## config.mk

```make
export PLATFORM = sky130hd
export DESIGN_NAME = apb_master_bridge
export DESIGN_NICKNAME = d
export VERILOG_FILES = /design/src/rtl/apb_master_bridge.sv
export SDC_FILE = /design/constraint.sdc
export NUM_CORES = 1
export LEC_CHECK = 0
export CORE_AREA = 2 2 117 119
export DETAILED_ROUTE_END_ITERATION = 7
export DIE_AREA = 0 0 119 121
export PLACE_DENSITY = 0.75
export SYNTH_ARGS = -nofsm -noshare
export SYNTH_HDL_FRONTEND = slang
export SYNTH_SLANG_ARGS = --single-unit
```

## constraint.sdc

```tcl
create_clock -name PCLK -period 3.8 [get_ports PCLK]
set_clock_uncertainty 0.2 [all_clocks]
set_input_delay 0.57 -clock PCLK [delete_from_list [all_inputs] [get_ports PCLK]]
set_output_delay 0.57 -clock PCLK [all_outputs]
set_load 0.03 [all_outputs]
```

## src/rtl/apb_master_bridge.sv

```systemverilog
`default_nettype none
// ============================================================================
// Module   : apb_master_bridge
// Purpose  : Latches one CPU load/store, decodes it to one of four APB slots
//            and runs the APB SETUP/ACCESS handshake. Optional access-phase
//            timeout is enabled with the APB_TIMEOUT_EN macro.
// Revision : 1.0 - initial release
// ============================================================================
module apb_master_bridge #(
    parameter logic [15:0] BASE_HI = 16'h1000,
    parameter int          NUM_SLV = 4
`ifdef APB_TIMEOUT_EN
    ,
    parameter int          TIMEOUT_CYC = 16
`endif
) (
    input  logic        PCLK,
    input  logic        PRESET,
    input  logic        transfer,
    input  logic        write,
    input  logic [31:0] addr,
    input  logic [31:0] wdata,
    output logic [31:0] rdata,
    output logic        ready,
    output logic        busy,
    output logic        err,
    output logic [31:0] PADDR,
    output logic        PWRITE,
    output logic [31:0] PWDATA,
    output logic        PENABLE,
    output logic        PSEL0,
    output logic        PSEL1,
    output logic        PSEL2,
    output logic        PSEL3,
    input  logic [31:0] PRDATA0,
    input  logic [31:0] PRDATA1,
    input  logic [31:0] PRDATA2,
    input  logic [31:0] PRDATA3,
    input  logic        PREADY0,
    input  logic        PREADY1,
    input  logic        PREADY2,
    input  logic        PREADY3
);

    typedef enum logic [1:0] {
        IDLE   = 2'd0,
        SETUP  = 2'd1,
        ACCESS = 2'd2,
        ERROR  = 2'd3
    } state_t;

    state_t             r_state;
    state_t             w_next;
    logic [1:0]         r_slot;
    logic               r_hit;
    logic [NUM_SLV-1:0] r_psel;
    logic [NUM_SLV-1:0] w_psel_next;
    logic               w_hit;
    logic [1:0]         w_slot;
    logic [1:0]         w_next_slot;
    logic               w_next_hit;
    logic               w_pready;
    logic [31:0]        w_prdata;
    logic               w_latch;
    logic               w_timeout;

    assign w_hit  = (addr[31:16] == BASE_HI) && (addr[15:14] == 2'b00);
    assign w_slot = addr[13:12];
    assign busy   = (r_state != IDLE);

    assign PSEL0 = r_psel[0];
    assign PSEL1 = r_psel[1];
    assign PSEL2 = r_psel[2];
    assign PSEL3 = r_psel[3];

    always_comb begin
        w_pready = 1'b0;
        w_prdata = 32'h0;
        case (r_slot)
            2'd0:    begin w_pready = PREADY0; w_prdata = PRDATA0; end
            2'd1:    begin w_pready = PREADY1; w_prdata = PRDATA1; end
            2'd2:    begin w_pready = PREADY2; w_prdata = PRDATA2; end
            default: begin w_pready = PREADY3; w_prdata = PRDATA3; end
        endcase
    end

`ifdef APB_TIMEOUT_EN
    logic [7:0] r_wait_cnt;

    // Counter is held at zero outside ACCESS, so it starts at zero on entry
    always_ff @(posedge PCLK or posedge PRESET) begin
        if (PRESET) begin
            r_wait_cnt <= 8'd0;
        end else if (r_state != ACCESS) begin
            r_wait_cnt <= 8'd0;
        end else if (!w_pready) begin
            r_wait_cnt <= r_wait_cnt + 8'd1;
        end
    end

    assign w_timeout = (r_state == ACCESS) && !w_pready &&
                       (r_wait_cnt == 8'(TIMEOUT_CYC - 1));
`else
    assign w_timeout = 1'b0;
`endif

    always_comb begin
        w_next  = r_state;
        w_latch = 1'b0;
        ready   = 1'b0;
        err     = 1'b0;
        rdata   = 32'h0;
        case (r_state)
            IDLE: begin
                if (transfer) begin
                    w_latch = 1'b1;
                    w_next  = w_hit ? SETUP : ERROR;
                end
            end
            SETUP: w_next = ACCESS;
            ACCESS: begin
                if (w_pready) begin
                    ready = 1'b1;
                    if (!PWRITE) rdata = w_prdata;
                    // A request in the completing cycle is taken without an IDLE bubble
                    if (transfer) begin
                        w_latch = 1'b1;
                        w_next  = w_hit ? SETUP : ERROR;
                    end else begin
                        w_next = IDLE;
                    end
                end else if (w_timeout) begin
                    ready  = 1'b1;
                    err    = 1'b1;
                    rdata  = 32'hDEAD_BEEF;
                    w_next = IDLE;
                end
            end
            ERROR: begin
                ready  = 1'b1;
                err    = 1'b1;
                w_next = IDLE;
            end
            default: w_next = IDLE;
        endcase
    end

    always_comb begin
        w_next_slot = w_latch ? w_slot : r_slot;
        w_next_hit  = w_latch ? w_hit  : r_hit;
        w_psel_next = '0;
        if (((w_next == SETUP) || (w_next == ACCESS)) && w_next_hit) begin
            w_psel_next[w_next_slot] = 1'b1;
        end
    end

    always_ff @(posedge PCLK or posedge PRESET) begin
        if (PRESET) begin
            r_state <= IDLE;
            PADDR   <= 32'h0;
            PWDATA  <= 32'h0;
            PWRITE  <= 1'b0;
            PENABLE <= 1'b0;
            r_psel  <= '0;
            r_slot  <= 2'd0;
            r_hit   <= 1'b0;
        end else begin
            r_state <= w_next;
            if (w_latch) begin
                PADDR  <= addr;
                PWDATA <= wdata;
                PWRITE <= write;
                r_slot <= w_slot;
                r_hit  <= w_hit;
            end
            r_psel  <= w_psel_next;
            PENABLE <= (w_next == ACCESS);
        end
    end

endmodule
`default_nettype wire

```

# == Word-level counts from Yosys, hierarchy flattened ==
# Index checks and enable logic that the tools add are counted.
# word_totals
out_inout_bits,105
inputBits,200
regBits,75
# op_classes
eq_ne,8
order_cmp,2
mux,21
reduce_logical,8
# op_table
operator,n
32-bit 2-to-1 mux,3
32-bit case mux with 3 select lines,1
"16-bit by 13-bit == test with 1-bit output, second input constant",1
2-bit 2-to-1 mux,5
"2-bit == test, second input constant",4
2-bit case mux with 4 select lines,1
"2-bit by 1-bit == test with 1-bit output, second input constant",3
2-bit zero test,3
1-bit 2-to-1 mux,6
4-bit 2-to-1 mux,1
1-bit case mux with 2 select lines,2
1-bit logical AND,3
"2-bit by 3-bit less-than comparator with 1-bit output, second input constant",1
1-bit case mux with 3 select lines,1
1-bit demux with 2-bit select,1
"2-bit by 1-bit greater-or-equal comparator with 1-bit output, second input constant",1
2-bit nonzero test,1
1-bit logical OR,1

# == Longest topological paths before layout ==
# logic_depth
word_depth,10
mapped_depth,9

# == Least setup slack after synthesis ==
# OpenSTA, ideal clock, no wires.
# synth_path
path_kind,input to register
from,input port addr[27]
to,register r_psel[3]
slack_ps,1325
setup_ps,86
t_required_ps,3514
stages,8
t_arrival_ps,2189
cell_sequence,or4b_1 > nor3_2 > nand4_1 > a211oi_1 > nor2_1 > ha_1 > nand2b_1 > nor3_1
# synth_via
elab_chain_len,10
word_cells_on_any_way,13
cone_classes,eq/ne: 3; mux: 7; reduce/logical: 3
# synth_rtl
element,line_no,source
start: declaration,21,"input logic [31:0] addr,"
16-bit by 13-bit == test with 1-bit output (*),67,assign w_hit = (addr[31:16] == BASE_HI) && (addr[15:14] == 2'b00);
1-bit logical AND (*),67,
2-bit 2-to-1 mux (*),"117, 128",
2-bit 2-to-1 mux,126,if (transfer) begin
2-bit 2-to-1 mux,122,if (w_pready) begin
2-bit case mux with 4 select lines (*),113,case (r_state)
net w_next[1],53,state_t w_next;
2-bit by 1-bit == test with 1-bit output or 2-bit == test (tied branches),152,if (((w_next == SETUP) || (w_next == ACCESS)) && w_next_hit) begin
1-bit logical OR (*),152,
1-bit logical AND (*),152,
4-bit 2-to-1 mux (*),152,
net w_psel_next[3],57,logic [NUM_SLV-1:0] w_psel_next;
end signal: assignment,176,r_psel <= w_psel_next;
end: declaration,56,logic [NUM_SLV-1:0] r_psel;
# Mark *: on every way through the listed nets, which the timed path passes. The rest lies on a longest branch.
# A chain may end at the register's enable or synchronous reset.

# == Final worst setup path ==
# layout_path
from,register r_slot[0]
to,output port rdata[21]
# layout_via
elab_chain_len,5
word_cells_on_any_way,8
cone_classes,eq/ne: 2; mux: 5; reduce/logical: 1
# layout_rtl
element,line_no,source
start: declaration,54,logic [1:0] r_slot;
start signal: assignment,173,r_slot <= w_slot;
2-bit == test (tied with other cells),79,case (r_slot)
32-bit case mux with 3 select lines,79,
32-bit 2-to-1 mux,124,if (!PWRITE) rdata = w_prdata;
32-bit 2-to-1 mux (*),122,
32-bit 2-to-1 mux (*),113,
end: declaration,23,"output logic [31:0] rdata,"
# Every way passes the cells marked *; elsewhere a longest branch is shown, timed or not.

==> flow_summary.json <==
{
  "status": "finished, final reports clean",
  "rows": 42,
  "antenna_found_initial": 1,
  "dp_cells": 727,
  "ys_seq_area_share_pct": 48.4,
  "cts.sinks": 75,
  "syn_avg_cell_area_um2": 14.9,
  "power.share.sequential_pct": 24.5,
  "dp_hpwl_mm": 11.6,
  "die_w_um": 119,
  "worst_pin_slew_ns": 0.804,
  "dieArea_mm2": 0.0144,
  "synth-compound-area-share_pct": 0.516,
  "yosys.area_share.simple_pct": 8.80,
  "switching_share_pct": 39.5,
  "critical_path_class": "register to output port",
  "clk_latency_ns": 0.32,
  "synth_top_family_by_area": "multiplexers",
  "vias": 3470,
  "grt_usage_pct": 19.7,
  "postCtsSetupRepairBufs": 0,
  "synth_largest_area_cell": "dfrtp_1",
  "syn_inst": 260,
  "start_kind": "register",
  "io_buffer_count": 304,
  "slew_headroom_pct": 46.3,
  "fin_setup_tns_ns": 0,
  "power.internal_mw": 3.56,
  "synth_ff_type": "dfrtp_1",
  "grt_start_max_net_pins": 47,
  "drtIter0Drc": 89,
  "leakage_nw": 2.97,
  "synth_top_area_share_pct": 48.4,
  "cts_buffer_depth": 2,
  "yosys-mux-area-fraction_pct": 39.1,
  "cts.repair.resized": 0,
  "drcViolationCount": 0,
  "required_ns": 3.03,
  "routed_wl_mm": 14.2,
  "rsz0062_at_grt": "no",
  "whs_ns": 0.300,
  "fin_ws_ns": 0.728,
  "critPathMaxFanout": 24,
  "p_per_area_mw_per_mm2": 793,
  "ys_warn_count": 0,
  "grt_pass1_vias": 3821,
  "arrival_ns": 2.30,
  "cap_violations": 0,
  "finalMaxSlewViolations": 0,
  "placed_cell_area_mm2": 0.00710,
  "gp_congestion": 0.908,
  "dp_worst_setup_slack_ns": 0.622,
  "slowest_stage": "dfrtp_2",
  "final_util_pct": 56.7,
  "ir_drop_mv": 0.504,
  "cts_hold_buf": 0,
  "finalCritPeriodShare_pct": 80.8,
  "antennaDiodeCount": 0,
  "ant_nets": 0,
  "post_drt_via_cell_ratio": 4.68,
  "synth.most_common_cell": "dfrtp_1",
  "fmax_mhz": 326,
  "path_cells": "buf_4, mux4_2, nor2b_1, buf_12",
  "synth_xor_area_share_pct": 0,
  "fillCellCount": 1089,
  "cts_tree": "yes",
  "min_period_ns": 3.07,
  "synthArstFlopShare_pct": 100,
  "cts_root_buf": "clkbuf_16",
  "slowest_delay_ns": 0.59,
  "clkPwrFrac_pct": 15.0,
  "p_comb_share_pct": 60.5,
  "finish.instance_area_mm2": 0.00741,
  "synth_enable_flop_cells": 0,
  "grt_pass1_wl_mm": 21.7,
  "worstSetupEndpointType": "output port",
  "pin_count": 305,
  "synth.area.top_cells": "dfrtp_1 48%, mux2_2 19%, mux4_2 19%",
  "start_util_pct": 29.7,
  "synthTopCellsByCount": "75 x dfrtp_1, 65 x mux2_2, 33 x nor2b_1",
  "areaGrowthSynthToFinish_pct": 91.0,
  "drive_gt1_share_pct": 26.9,
  "instances_no_fill": 742,
  "setup_viol": 0,
  "multiInputGateArea_mm2": 0.00190,
  "fp.dieH_um": 121,
  "wire_per_inst_um": 19.1,
  "ys_seq_elements": 75,
  "coreArea_mm2": 0.0131,
  "finalHoldViolations": 0,
  "cts.reportedPaths.clkPinSlew_ns": 0.05,
  "syn_nets": 461,
  "p_total_mw": 5.88,
  "dr.pass1.iters": 4,
  "overflow": 0,
  "switchingPower_mw": 2.32,
  "synth_cell_type_count": 27,
  "final_nets": 763,
  "synth_adder_area_share_pct": 0.322,
  "hold_path_class": "register to register",
  "cts_inserted_buffers": 9,
  "seqCellArea_mm2": 0.00188,
  "htreeDepth": 3,
  "synth_area_mm2": 0.00388
}
path summary, 6_finish.rpt:
check	from	end	slack, ns	depth (start not counted)
setup / recovery	r_slot[0]	rdata[21]	0.73	4
hold / removal	PADDR[9]	PADDR[9]	0.30	1
setup reg to reg	r_slot[0]	PWDATA[1]	1.32	5
hold reg to reg	PADDR[9]	PADDR[9]	0.30	1
max in group asynchronous	PRESET	r_slot[0]	2.16	3
min in group asynchronous	PRESET	PADDR[5]	0.54	2
flip-flops by register name (all words and copies together) (netlist names):
signal	count
PADDR	32
PWDATA	32
r_psel	4
r_slot	2
r_state	2
PENABLE	1
PWRITE	1
r_hit	1
worst max-delay path, delay by kind of cell (launching register included):
kind | cells | cell delay (ns)
AND/OR/NAND/NOR | 1 | 0.18
buffers and inverters | 2 | 0.63
flip-flops | 1 | 0.59
multiplexers | 1 | 0.57
routing by layer:
layer / global-route usage [%] / wire length [um] / up-vias
li1: - / - / 1563
met1: 20.1 / 4710 / 1684
met2: 35.9 / 7590 / 196
met3: 8.46 / 1510 / 25
met4: 6.77 / 374 / 2
met5: 0 / 8 / -
power by group through the flow:
stage	sequential [mW]	combinational (mW)	clock [mW]
2_1_floorplan	2.10	1.51	0
3_3_place_gp	1.43	3.56	0
3_5_place_dp	1.46	3.58	0
4_1_cts	1.45	3.60	0.911
5_1_grt	1.50	3.74	0.945
6_report	1.44	3.56	0.884
final cells by class:
class,count,share of cell area (%)
Inverter,5,0.253
Multi-Input combinational cell,162,25.6
Clock inverter,2,0.810
Clock buffer,13,3.37
Tap cell,176,2.97
Timing Repair Buffer,309,41.6
Sequential cell,75,25.3
cells in the final DEF, fill, tap and decap left out, drive strengths merged, types with 3 or more instances in the layout:
| cell type | Yosys | layout |
|---|---|---|
| clkdlybuf4s50 | 0 | 272 |
| dfrtp | 75 | 75 |
| mux2 | 66 | 66 |
| buf | 11 | 37 |
| nor2b | 33 | 33 |
| mux4 | 32 | 32 |
| clkbuf | 7 | 13 |
| mux2i | 5 | 5 |
| nor4 | 5 | 5 |
| inv | 5 | 5 |
| nand3 | 3 | 3 |
| nor3 | 3 | 3 |
cells by family after synthesis:
family	after synthesis
AO/OA/AOI/OAI	3
buffers and inverters	23
adder cells (fa/ha/maj)	1
flip-flops	75
AND/OR/NAND/NOR	55
multiplexers	103
Power figures use the tool's default switching activity.
